===== config.mk =====
export PLATFORM = sky130hd
export DESIGN_NAME = ocp_master_fsm
export DESIGN_NICKNAME = d
export VERILOG_FILES = /design/src/rtl/ocp_pkg.sv /design/src/rtl/ocp_master_fsm.sv
export SDC_FILE = /design/constraint.sdc
export NUM_CORES = 1
export LEC_CHECK = 0
export CORE_UTILIZATION = 28
export DETAILED_ROUTE_END_ITERATION = 6
export PLACE_DENSITY = 0.87
export SYNTH_ARGS = -nofsm -noshare
export SYNTH_HDL_FRONTEND = slang
export SYNTH_SLANG_ARGS = --single-unit

===== constraint.sdc =====
create_clock -name sys_clk -period 3.1 [get_ports sys_clk]
set_input_delay 0.31 -clock sys_clk [delete_from_list [all_inputs] [get_ports sys_clk]]
set_output_delay 0.31 -clock sys_clk [all_outputs]
set_load 0.005 [all_outputs]

===== src/rtl/ocp_pkg.sv =====
// ---------------------------------------------------------------------------
// ocp_pkg
// Shared OCP 2.2 definitions for the request-phase master controller:
//   - mcmd_e  : MCmd encodings (IDLE..BCST); the master FSM only ever issues
//               IDLE, WR and RD, and uses this type directly as its state.
//   - sresp_e : SResp encodings (NULL/DVA/FAIL/ERR).
//   - width defaults for address / data buses and the burst-length field.
// ---------------------------------------------------------------------------
package ocp_pkg;

  localparam int MADDR_WIDTH_DEF = 64;
  localparam int MDATA_WIDTH_DEF = 8;
  localparam int SDATA_WIDTH_DEF = 8;
  localparam int BURST_LEN_W     = 10;

  typedef enum logic [2:0] {
    MCMD_IDLE = 3'b000,
    MCMD_WR   = 3'b001,
    MCMD_RD   = 3'b010,
    MCMD_RDEX = 3'b011,
    MCMD_RDL  = 3'b100,
    MCMD_WRNP = 3'b101,
    MCMD_WRC  = 3'b110,
    MCMD_BCST = 3'b111
  } mcmd_e;

  typedef enum logic [1:0] {
    SRESP_NULL = 2'b00,
    SRESP_DVA  = 2'b01,
    SRESP_FAIL = 2'b10,
    SRESP_ERR  = 2'b11
  } sresp_e;

  localparam logic [2:0] BURST_SEQ_INCR = 3'b000;

endpackage


===== src/rtl/ocp_master_fsm.sv =====
// ---------------------------------------------------------------------------
// ocp_master_fsm
// OCP 2.2 master request-phase controller. Converts one-cycle bridge
// read/write pulses into OCP WR/RD commands with precise incrementing bursts,
// holding each request beat until SCmdAccept and flagging the final beat on
// MReqLast.
//
// Ports:
//   sys_clk, reset          system clock, asynchronous active-low reset
//   enable                  1 = new bridge requests may be accepted
//   address, write_data     bridge address / data, sampled live each beat
//   burst_length            beats in burst (0 treated as 1)
//   burst_seq               burst sequence; only INCR is implemented
//   burst_single_req        1 = whole burst issued as a single request beat
//   read_request,
//   write_request           one-cycle start pulses (write wins if both)
//   SCmdAccept              slave accepts the current request beat
//   SData, SResp            slave response (monitored only)
//   Clk, EnableClk          OCP clock (= sys_clk) and constant clock enable
//   MCmd                    registered command = FSM state
//   MAddr, MData,
//   MBurstLength            request fields, zero while idle
//   MReqLast                current beat is the last request beat
// ---------------------------------------------------------------------------
module ocp_master_fsm
  import ocp_pkg::*;
#(
  parameter int MADDR_WIDTH = MADDR_WIDTH_DEF,
  parameter int MDATA_WIDTH = MDATA_WIDTH_DEF,
  parameter int SDATA_WIDTH = SDATA_WIDTH_DEF
) (
  input  logic                   sys_clk,
  input  logic                   reset,
  input  logic                   enable,
  input  logic [MADDR_WIDTH-1:0] address,
  input  logic [BURST_LEN_W-1:0] burst_length,
  input  logic [2:0]             burst_seq,
  input  logic                   burst_single_req,
  input  logic                   read_request,
  input  logic                   write_request,
  input  logic [MDATA_WIDTH-1:0] write_data,
  input  logic                   SCmdAccept,
  input  logic [SDATA_WIDTH-1:0] SData,
  input  logic [1:0]             SResp,
  output logic                   Clk,
  output logic                   EnableClk,
  output logic [MADDR_WIDTH-1:0] MAddr,
  output logic [BURST_LEN_W-1:0] MBurstLength,
  output logic [2:0]             MCmd,
  output logic [MDATA_WIDTH-1:0] MData,
  output logic                   MReqLast
);

  mcmd_e                  state;
  logic [BURST_LEN_W-1:0] cnt;
  logic [BURST_LEN_W-1:0] load_cnt;
  logic                   busy;

  // Responses are consumed downstream and the burst sequence is always
  // treated as INCR, so these inputs intentionally do not steer the FSM.
  logic unused_inputs;
  assign unused_inputs = ^{burst_seq, SData, SResp};

  // A single-request burst, or a zero length, is one request beat.
  assign load_cnt = (burst_single_req || (burst_length == '0))
                    ? BURST_LEN_W'(1) : burst_length;

  assign busy = (state != MCMD_IDLE);

  always_ff @(posedge sys_clk or negedge reset) begin
    if (!reset) begin
      state <= MCMD_IDLE;
      cnt   <= '0;
    end else begin
      case (state)
        MCMD_IDLE: begin
          if (enable && write_request) begin
            state <= MCMD_WR;
            cnt   <= load_cnt;
          end else if (enable && read_request) begin
            state <= MCMD_RD;
            cnt   <= load_cnt;
          end
        end
        MCMD_WR, MCMD_RD: begin
          // A command once presented cannot be withdrawn, so enable and
          // further requests are ignored until the last beat is accepted.
          if (SCmdAccept) begin
            if (cnt == BURST_LEN_W'(1)) begin
              state <= MCMD_IDLE;
              cnt   <= '0;
            end else begin
              cnt <= cnt - BURST_LEN_W'(1);
            end
          end
        end
        default: begin
          state <= MCMD_IDLE;
          cnt   <= '0;
        end
      endcase
    end
  end

  // Request fields follow the live bridge inputs and collapse to zero when
  // idle; because they derive from state, async reset clears them at once.
  always_comb begin
    MAddr        = '0;
    MBurstLength = '0;
    MData        = '0;
    if (busy) begin
      MAddr        = address;
      MBurstLength = burst_length;
      if (state == MCMD_WR) MData = write_data;
    end
  end

  assign MCmd      = state;
  assign MReqLast  = busy && (cnt == BURST_LEN_W'(1));
  assign Clk       = sys_clk;
  assign EnableClk = 1'b1;

endmodule


== Yosys cells after proc, flatten, opt, wreduce, memory -nomap -nowiden ==
Cells that the tools add are included.

* Flip-flop bits (word level): 13
* Latch bits: 0
* RAM bits: 0
* ROM bits: 0
* Output and inout port bits: 88
* Word-level logic and storage cells: 34
* Memories kept: 0

* Add/sub/neg operators: 1
* Multiply operators: 0
* Divide/modulo/power cells: 0
* Magnitude comparators: 0
* Equal/unequal tests: 6
* Shifts and indexed selects: 0
* Muxes and demuxes: 15
* Bitwise gates (word level): 0
* Reductions and logical operators: 10

{| class="wikitable"
|+ Operator list
! kind !! count
|-
| 64-bit two-way mux || 1
|-
| 10-bit two-way mux || 6
|-
| 10-bit one-hot mux with 2 select lines || 1
|-
| 8-bit two-way mux || 2
|-
| 3-bit two-way mux || 4
|-
| 10-bit by 1-bit equality test with 1-bit output, second input constant || 1
|-
| 10-bit logical NOT || 1
|-
| 10-bit by 1-bit subtractor with 10-bit output, second input constant || 1
|-
| 3-bit one-hot mux with 2 select lines || 1
|-
| 2-bit != test, second input constant || 2
|-
| 3-bit by 1-bit equality test with 1-bit output, second input constant || 1
|-
| 3-bit by 2-bit equality test with 1-bit output, second input constant || 1
|-
| 1-bit logical AND || 3
|-
| 3-bit logical NOT || 1
|-
| 3-bit != test, second input constant || 1
|-
| 3-bit AND reduction || 1
|-
| 3-bit nonzero test || 1
|-
| 2-bit AND reduction || 1
|-
| 2-bit OR reduction || 1
|-
| 1-bit logical OR || 1
|}

== Depth between registers and ports, before layout ==
* Word-level depth: 6
* Mapped depth: 7
* Mapped depth without buffers: 6

==> impl_metrics.csv <==
group,metric,value,unit
yosys,muxShareOfSynthArea,2.40,%
global_route,track_usage,22.0,%
yosys,synth_fa_ha_area_share,4.13,%
route,wl,6300,um
yosys,async_reset_ff_share,100,%
route,drtIter0Drc,100,
worst_hold_path,hold_path.class,"input port to asynchronous set/reset pin",
yosys,netlist_area,0.00151,mm2
global_route,grt_max_degree,75,
floorplan,num_rows,26,
global_route,grt_pass1_wl,9380,um
clock_tree,cts-hold-fix-buffers,0,
global_route,grt_overflow,0,
placement,port_buffers,174,
route,wl_met2,3160,um
route,routedWlPerCell,14.4,um
cells_and_area,final_cell_mix,"clkdlybuf4s50_1, nor2b_1, dfrtp_1",
route,wl_met1,2430,um
sta,fin_hold_ws,332,ps
sta,setup_viol,0,
yosys,ys_ff_latch,12,
power_and_ir_drop,ir_worst_vdd,472,uV
critical_path,r2r_slack,1000,ps
route,dr_wl_met3,600,um
route,avgViaCountPerCell,4.78,
cells_and_area,fillers,422,
critical_path,path_max_fanout,74,
yosys,synth_top_family_by_area,"simple AND/OR/NAND/NOR gates",
yosys,synth_xor_xnor_area_share,0,%
flow_run,drv_cap,0,
critical_path,critPathCaptureType,"primary output",
yosys,synth_edf_count,0,
clock_tree,clkLatencyLatePin,350,ps
power_and_ir_drop,p_leak,1.29,nW
cells_and_area,final_nets,474,
clock_tree,cts_resized,0,
yosys,syn_nets,304,
critical_path,cp.arrival,2330,ps
clock_tree,path_clk_slew,60,ps
cells_and_area,area_growth,124,%
floorplan,pin_count,190,
yosys,yosysUniqueCellTypes,43,
floorplan,coreArea,0.00517,mm2
route,drc,0,
cells_and_area,antennaDiodeCount,0,
sta,slew_viol_final,0,
global_route,grt_pass1_vias,2022,
route,dr.pass1.iters,4,
critical_path,r2r-end,"MCmd[1]$_DFFE_PN0P_",
floorplan,die-area,0.00570,mm2
power_and_ir_drop,power_density,773,mW/mm2
cells_and_area,drive_gt1_share,5.46,%
critical_path,critPathKind,"flip-flop to primary output",
critical_path,r2r_start,"MCmd[1]$_DFFE_PN0P_",
yosys,synth.yosys.warnings,0,
yosys,yosys.area_share.simple,53.0,%
floorplan,initial_core_util,29.3,%
yosys,syn_avg_cell_area,7.69,um2
sta,tns,0,ps
sta,finalHoldViolCount,0,
route,highest_layer,"met4",
sta,rsz0062_at_grt,"false",
floorplan,die_width,75.5,um
yosys,yosysSeqAreaShare,19.8,%
yosys,yosys_most_used_dff,"dfrtp_1",
clock_tree,cts_tree,"done",
cells_and_area,layout_commonest_cell,"clkdlybuf4s50_1",
floorplan,die_height,75.5,um
sta,min_period_over_period,85.3,%
sta,timing.final.crit_period,2640,ps
sta,maxSlewHeadroom,53.4,%
sta,tightestPinTransition,697,ps
critical_path,cp-start-kind,"flip-flop",
sta,clock_skew,9.13,ps
status,outcome,"finished, final reports clean",
clock_tree,cts_setup_buffers,0,
critical_path,reg2regPathDepth,6,
route,vias,2083,
sta,fmax,378,MHz
yosys,synth-compound-area-share,14.1,%
yosys,synthCells,197,
critical_path,crit_required,2790,ps
placement,hpwl,5050,um
route,ant_nets,0,
global_route,antenna_found_initial,0,
placement,gp_congestion,0.842,
## how the worst max path moves through the flow
stage                              from         endpoint  slack [ps]  cells after the start
global route        MCmd[1]$_DFFE_PN0P_  MBurstLength[3]         300                      5
global placement                sys_clk              Clk         830                      1
CTS                 MCmd[0]$_DFFE_PN0P_        MAddr[33]         440                      5
detailed placement  MCmd[0]$_DFFE_PN0P_        MAddr[10]         810                      5
finish              MCmd[0]$_DFFE_PN0P_  MBurstLength[7]         460                      5
floorplan                       sys_clk              Clk        1130                      1
## critical path, cell delays in order, from the launching register on
cell and delay (ps):
dfrtp_1 410, inv_1 100, ha_2 250, buf_4 570, nor2b_1 120, clkdlybuf4s50_1 490
## synth_stat cells, drive strengths merged, types with 3 or more instances
| cell type | n | area share, % |
|---|---|---|
| a31oi | 3 | 2.2 |
| nand3 | 11 | 4.0 |
| ha | 5 | 4.1 |
| o21ai | 5 | 1.7 |
| nand2 | 8 | 2.0 |
| dfrtp | 12 | 20 |
| a21oi | 5 | 1.7 |
| buf | 4 | 1.8 |
| nor4 | 5 | 3.5 |
| nor2 | 4 | 0.99 |
| and2 | 8 | 3.3 |
| inv | 8 | 2.0 |
| clkbuf | 9 | 2.2 |
| nor2b | 77 | 32 |
| nand4 | 3 | 1.2 |
## sequential cells by signal (all words and copies together), names as in the netlist
name,flops
cnt,10
MCmd,2
## logic make-up (layout without fill, tap and decap cells)
group / count (synthesis) / count (layout)
and+or+nand+nor: 126 / 126
AOI/OAI and AO/OA: 28 / 28
buffers and inverters: 21 / 190
DFF: 12 / 12
adders and majority gates: 5 / 5
muxes: 3 / 3
other: 2 / 2
## final cells by class
type | count | area, um2 | share of cell area [%]
Clock buffer | 8 | 106 | 3.14
Inverter | 8 | 30.0 | 0.886
Multi-Input combinational cell | 164 | 1120 | 33.2
Sequential cell | 12 | 300 | 8.86
Tap cell | 70 | 87.6 | 2.58
Timing Repair Buffer | 174 | 1740 | 51.3
## power breakdown
group	internal (mW)	switching [mW]	total [mW]
Sequential	0.226	0.107	0.333
Combinational	1.09	0.887	1.98
Clock	0.216	0.0905	0.307
## per-layer routing
metal	up-vias	track usage, %
met3	13	7.28
met4	0	9.05
met5	-	0
li1	1009	-
met2	133	38.3
met1	928	24.7
## per-stage QoR
step	instance area [um2]	setup slack, ps	util [%]	power [mW]	cells
6_report	3390	456	65.5	2.62	436
5_1_grt	3390	298	65.5	2.83	436
4_1_cts	3390	437	65.5	2.64	436
3_5_place_dp	3290	809	63.6	2.34	429
3_3_place_gp	3290	826	63.6	2.29	429
2_1_floorplan	1510	1130	-	1.30	197
Note: power is estimated with default switching activity, not from simulation.
